[src/rtl/clock_divider_multi.sv]
// clock_divider_multi: NUM_CH runtime-programmable clock dividers.
// Each channel has a square-wave and a tick output; new divisors apply at the period boundary.
module clock_divider_multi #(
  parameter int NUM_CH = 4,
  parameter int CNT_W = 27,
  parameter int DEFAULT_DIV = 100000,
  localparam int CH_W = (NUM_CH > 1) ? $clog2(NUM_CH) : 1
) (
  input  logic              clk,
  input  logic              rst,
  input  logic [NUM_CH-1:0] en,
  input  logic              cfg_valid,
  output logic              cfg_ready,
  input  logic [CH_W-1:0]   cfg_ch,
  input  logic [CNT_W-1:0]  cfg_div,
  output logic              cfg_err,
  output logic [NUM_CH-1:0] clk_out,
  output logic [NUM_CH-1:0] tick
);

  localparam logic [CNT_W-1:0] DIV0 = CNT_W'(DEFAULT_DIV);
  localparam logic [CNT_W-1:0] ONE = CNT_W'(1);
  localparam logic [CNT_W-1:0] TWO = CNT_W'(2);

  logic [NUM_CH-1:0] pend_full;
  logic busy;
  logic xfer;
  logic div_bad;

  // slot state of the addressed channel; a nonexistent channel reads busy
  always_comb begin
    busy = 1'b1;
    for (int i = 0; i < NUM_CH; i++) begin
      if (cfg_ch == CH_W'(i)) busy = pend_full[i];
    end
  end

  assign cfg_ready = !busy;
  assign xfer = cfg_valid && cfg_ready;
  assign div_bad = cfg_div < TWO;

  // flag accepted writes whose divisor cannot produce a period
  always_ff @(posedge clk or negedge rst) begin
    if (!rst) cfg_err <= 1'b0;
    else      cfg_err <= xfer && div_bad;
  end

  for (genvar g = 0; g < NUM_CH; g++) begin : g_ch
    logic [CNT_W-1:0] cnt;
    logic [CNT_W-1:0] div;
    logic [CNT_W-1:0] pend;
    logic [CNT_W-1:0] lo_len;
    logic full;
    logic clk_q;
    logic tick_q;
    logic wr;
    logic wrap;
    logic hi;

    assign wr = xfer && !div_bad && (cfg_ch == CH_W'(g));
    assign wrap = cnt == div - ONE;
    assign lo_len = div - (div >> 1);
    assign hi = cnt >= lo_len;

    assign pend_full[g] = full;
    assign clk_out[g] = clk_q;
    assign tick[g] = tick_q;

    // period counter, registered phase/tick and pending-divisor slot
    always_ff @(posedge clk or negedge rst) begin
      if (!rst) begin
        cnt    <= '0;
        div    <= DIV0;
        pend   <= '0;
        full   <= 1'b0;
        clk_q  <= 1'b0;
        tick_q <= 1'b0;
      end else begin
        if (wr) begin
          pend <= cfg_div;
          full <= 1'b1;
        end
        unique case (1'b1)
          !en[g]: begin
            cnt    <= '0;
            clk_q  <= 1'b0;
            tick_q <= 1'b0;
            if (full) begin
              div  <= pend;
              full <= 1'b0;
            end
          end
          en[g] && wrap: begin
            cnt    <= '0;
            clk_q  <= hi;
            tick_q <= 1'b1;
            if (full) begin
              div  <= pend;
              full <= 1'b0;
            end
          end
          default: begin
            cnt    <= cnt + ONE;
            clk_q  <= hi;
            tick_q <= 1'b0;
          end
        endcase
      end
    end
  end

endmodule
[config.mk]
export PLATFORM = sky130hd
export DESIGN_NAME = clock_divider_multi
export DESIGN_NICKNAME = d
export VERILOG_FILES = /design/src/rtl/clock_divider_multi.sv
export SDC_FILE = /design/constraint.sdc
export NUM_CORES = 1
export LEC_CHECK = 0
export CAP_MARGIN = 10
export CORE_UTILIZATION = 45
export DETAILED_ROUTE_END_ITERATION = 7
export GPL_ROUTABILITY_DRIVEN = 0
export PLACE_DENSITY = 0.71
export SETUP_SLACK_MARGIN = 0.1
export SLEW_MARGIN = 30
export SYNTH_ARGS = -nofsm -noshare
export SYNTH_HDL_FRONTEND = slang
export SYNTH_SLANG_ARGS = --single-unit
[constraint.sdc]
create_clock -name clk -period 4.7 [get_ports clk]
set_clock_uncertainty 0.2 [all_clocks]
set_input_delay 0.94 -clock clk [delete_from_list [all_inputs] [get_ports clk]]
set_output_delay 0.94 -clock clk [all_outputs]
set_load 0.005 [all_outputs]
; ---- Word-level counts from Yosys, hierarchy flattened
; Index checks and enable logic that the tools add are counted.
[totals]
ff_bits = 337
latch_bits = 0
ramBits = 0
romBits = 0
input_bits = 36
out_inout_bits = 10
word_cells = 119
n_memories = 0
[classes]
add_sub_neg = 12
multipliers = 0
n_div = 0
order_cmp = 5
n_eq_ne = 7
n_shift = 0
n_mux = 44
bitwise = 0
reduce_logical = 26
[op_table]
columns = op, n
row1 = 2-to-1 mux 27 bit, 12
row2 = one-hot mux 27 bit (2 select lines), 4
row3 = "adder 27 x 1 -> 27 bit, second input constant", 4
row4 = equality test 27 bit, 4
row5 = greater-or-equal comparator 27 bit, 4
row6 = "subtractor 27 x 1 -> 27 bit, second input constant", 4
row7 = subtractor 27 x 26 -> 27 bit, 4
row8 = "less-than comparator 27 x 2 -> 1 bit, second input constant", 1
row9 = 2-to-1 mux 1 bit, 24
row10 = logical AND 1 bit, 11
row11 = one-hot mux 1 bit (2 select lines), 4
row12 = nonzero test 2 bit, 4
row13 = OR reduction 2 bit, 4
row14 = zero test 1 bit, 6
row15 = "equality test 2 bit, second input constant", 2
row16 = "equality test 2 x 1 -> 1 bit, second input constant", 1
row17 = zero test 2 bit, 1

; ---- Depth between registers and ports, before layout
[logic_depth]
depth_word = 13
ltp_mapped = 21

; ---- Worst setup path before layout
; Ideal clock, no wire load.
[synth_timing]
path_kind = reg-to-reg
startpoint = register g_ch[0].div[0]
endpoint = register g_ch[0].clk_q
setup_ps = 129
arrival_ps = 4299
required_ps = 4371
slack_ps = 73
path_stages_with_launch = 21
path_buffers = 0
period_less_slack_ps = 4627
cell_sequence = dfrtp_1 > inv_1 > ha_1 > fa_1 > or2_2 > a221oi_1 > o22ai_1 > o31ai_1 > a21oi_1 > o21bai_1 > xnor2_1 > ha_1 > a21o_1 > a21o_1 > a21o_1 > a211oi_1 > o21ai_0 > a311oi_1 > o31ai_1 > a211oi_1 > o22ai_1
[synth_between]
elab_chain_len = 3
[synth_rtl]
columns = item, line_no
row1 = start: declaration, 50  ; logic [CNT_W-1:0] div;
row2 = start signal: assignment, 89  ; div <= pend;
row3 = start signal: assignment, 98  ; div <= pend;
row4 = subtractor 27 x 26 -> 27 bit, 62  ; assign lo_len = div - (div >> 1);
row5 = greater-or-equal comparator 27 bit, 63  ; assign hi = cnt >= lo_len;
row6 = 2-to-1 mux 1 bit, 83  ; unique case (1'b1)
row7 = end signal: assignment, 95  ; clk_q <= hi;
row8 = end signal: assignment, 104  ; clk_q <= hi;
row9 = end: declaration, 54  ; logic clk_q;
; Every way passes these cells.
; A chain may end at the register's enable or synchronous reset.

; ---- Final worst setup path
[layout_timing]
startpoint = register g_ch[0].div[5]
endpoint = register g_ch[0].clk_q
; The elaborated chain is that of the path after synthesis.

==> impl_results.md <==
- Vias: 19708
- Adder-Cell Fraction of Synth Area: 0.1644
- Largest family of logic cells by synthesized area: adder cells
- TritonRoute pass-1 iters: 7
- Max Transition Viols Final: 0
- Initial antenna violation count: 2
- Crit path max fanout: 4
- Layout cells sized above 1: 0.1460
- Sequential area share after synthesis: 0.3286
- Crit path kind: register to register
- Placed inst area: 27210 um^2
- Mapped Cells: 2651
- Pin count of the biggest net entering global routing: 99
- Ys async rst share: 1.000
- CTS Buf Count: 39
- Reg clk slew, reported paths: 60 ps
- Syn avg cell area: 9.716 um^2
- GRT Overall Usage: 0.2224
- Hold Violations, Final: 0
- Simple-Gate Fraction of Synth Area: 0.1486
- Die Width: 241.2 um
- Maximum VDD drop: 0.2805 mV
- Syn nets: 3023
- Hold Path Class: input pin to async pin
- Final WL: 64.19 mm
- Post-Layout Inst Area: 29140 um^2
- Critical path's slowest cell: dfstp_2
- Vias in the first global route: 19930
- Core area: 56500 um^2
- Final Cycle Share: 0.9535
- R2R depth: 20
- H-tree depth: 2
- Arr. time, crit path: 4710 ps
- Final Util: 0.5157
- Nature of the critical path startpoint: register
- Place WS: -91.32 ps
- First-pass GRT wire length: 103.3 mm
- I/O Buffers: 45
- Fin crit period: 4481 ps
- Post-route ant nets: 0
- FF-to-FF setup slack: 220 ps
- Crit. Startpoint: g_ch[0].div[5]$_DFFE_PN1P_
- Maxcap violations: 0
- Power density cells: 728.9 nW/um^2
- Die area: 58200 um^2
- Total global routing overflow: 0
- Req. time, crit path: 4930 ps
- EDFF count, synth: 0
- Hold Slack: 230.7 ps
- Status: complete, no violations
- CTS root buf: clkbuf_16
- Net count, final: 3129
- Post-DP HPWL: 48.61 mm
- RSZ-0062 raised after global routing: true
- CTS tree: done
- RR Endpoint: g_ch[0].clk_q$_DFF_PN0_
- Setup Viol. Count Final: 0
- Yosys reg bits: 337
- Sink Count: 337
- Cells after DPL: 3450
- Complex-gate fraction of the synthesized area: 0.1018
- Synth Cell Area: 25760 um^2
- Initial Util: 0.4559
- Syn-to-layout area delta: 13.13%
- Most used DFF post-synth: dfrtp_1
- # IOs: 46
- Leakage: 13.21 nW
- Most frequent cells in the layout: ha_1 (325), dfrtp_1 (309), nor2_1 (242)
- Commonest non-fill, non-tap cell in the layout: ha_1
- Worst setup margin: 218.5 ps
- Clock Latency Late Sink: 570 ps
- Non-Filler Instances: 3544
- Crit-path cells: inv_1, ha_1, a221oi_2, buf_4, a311o_1, a31oi_1, o21bai_1, a21oi_1, o21bai_1, xor2_1, ha_1, a21o_1, a21o_1, a211oi_2, o21ai_2, buf_4, nor2_1, o31ai_1, a211oi_1, o22ai_1
- DRC viols: 0
- Worst-margin pin slew: 915.6 ps
- RR Startpoint: g_ch[0].div[5]$_DFFE_PN1P_
- DIE HEIGHT: 241.2 um
- WL/cell: 18.11 um
- Initial DRC count: 1447
- Count of different cell masters after synthesis: 84
- Vias/cell: 5.561
- FMAX: 0.2231 GHz
- Yosys warnings: 0
- Max Buffers Root-to-Sink: 3
- Post-synthesis xor/xnor area fraction: 0.1231
- Row count: 87
- Post-synthesis mux area share: 0.08958
- Rel. slew slack: 0.3896
- Critical Path End Type: register
- Crit-path max cell delay: 570 ps
## critical path, delay by kind of cell, from the launching register on
| kind | cells | cell delay, ps |
|---|---|---|
| AO/OA/AOI/OAI | 13 | 2230 |
| XOR/XNOR | 1 | 180 |
| adder cells (fa/ha/maj) | 2 | 650 |
| buffers and inverters | 3 | 410 |
| flip-flops | 1 | 570 |
| AND/OR/NAND/NOR | 1 | 100 |
## metrics by stage
step	setup TNS [ps]	power, mW
3_3_place_gp	-3.574	16.24
4_1_cts	0	20.62
2_1_floorplan	0	13.91
3_5_place_dp	-91.32	16.82
6_report	0	21.24
5_1_grt	-27.39	22.98
## where the power goes
part	leakage, nW	internal, mW	switching [mW]
clock	0.741	2.28	1.29
combinational	8.24	6.04	7.23
sequential	4.23	3.65	0.746
total	13.2	12.0	9.27
## metal layers
metal / vias to the layer above / GRT usage / routed length (um)
li1: 9453 / - / -
met2: 485 / 0.3778 / 30520
met3: 137 / 0.03225 / 3173
met4: 2 / 0.08228 / 2201
met5: - / 0 / 9
met1: 9631 / 0.2863 / 28290
## area by class of cell
| class | count | area (um^2) |
|---|---|---|
| clock buffers | 46 | 1065 |
| fillers | 4937 | 27360 |
| repair buffers | 113 | 978.4 |
| well taps | 756 | 945.9 |
| diodes | 1 | 2.502 |
| flip-flops and latches | 337 | 8468 |
| clock inverters | 25 | 439.2 |
| inverters | 216 | 810.8 |
| multi-input cells | 2050 | 16430 |
## cell usage after synthesis, types with 16 or more instances
master    number  area share
a21o_1        25      0.0073
a21oi_1      110       0.021
a31oi_1       16      0.0039
and3_1        33      0.0080
dfrtp_1      313        0.30
dfstp_2       24       0.024
ha_1         332        0.16
inv_1        216       0.031
mux2_1        20      0.0087
mux2_2       150       0.066
mux2_4        20       0.012
nand2_1       94       0.014
nand2b_1      25      0.0061
nand3_1      112       0.022
nand4_1       45       0.011
nor2_1       243       0.035
nor2b_1       43       0.010
nor3_1        52       0.010
nor4_1        23      0.0056
o21ai_0       65       0.013
o21ai_1       21      0.0041
o21bai_1      26      0.0076
o31ai_1       16      0.0047
or3_1         17      0.0041
xnor2_1      233       0.079
xor2_1       129       0.044
## cell families after synthesis
group	count (synthesis)
buffers and inverters	264
DFF	337
adders and majority gates	336
xor gates and xnor gates	362
muxes	198
and+or+nand+nor	755
AOI/OAI and AO/OA	399
## state kept, by name, summed over array words and instances (netlist names)
| signal | flops |
|---|---|
| cfg_err | 1 |
| g_ch.pend | 108 |
| g_ch.tick_q | 4 |
| g_ch.cnt | 108 |
| g_ch.div | 108 |
| g_ch.full | 4 |
| g_ch.clk_q | 4 |
## repair_timing
item | in CTS | in global routing
hold buffers | 0 | 0
endpoints found under the setup margin | 2 | 4
gates resized for setup | 13 | 49
pin swaps | 9 | 40
buffers inserted | 1 | 21
## worst max path at each step
| stage | slack, ps | cells after the start | to |
|---|---|---|---|
| 4_1_cts | 90 | 19 | g_ch[0].clk_q$_DFF_PN0_ |
| 3_5_place_dp | -90 | 19 | g_ch[0].clk_q$_DFF_PN0_ |
| 5_1_grt | -30 | 21 | g_ch[3].clk_q$_DFF_PN0_ |
| 2_1_floorplan | 130 | 20 | g_ch[0].clk_q$_DFF_PN0_ |
| 3_3_place_gp | -4 | 20 | g_ch[0].clk_q$_DFF_PN0_ |
| 6_report | 220 | 20 | g_ch[0].clk_q$_DFF_PN0_ |
No activity file was read; power rests on OpenSTA's default activity.
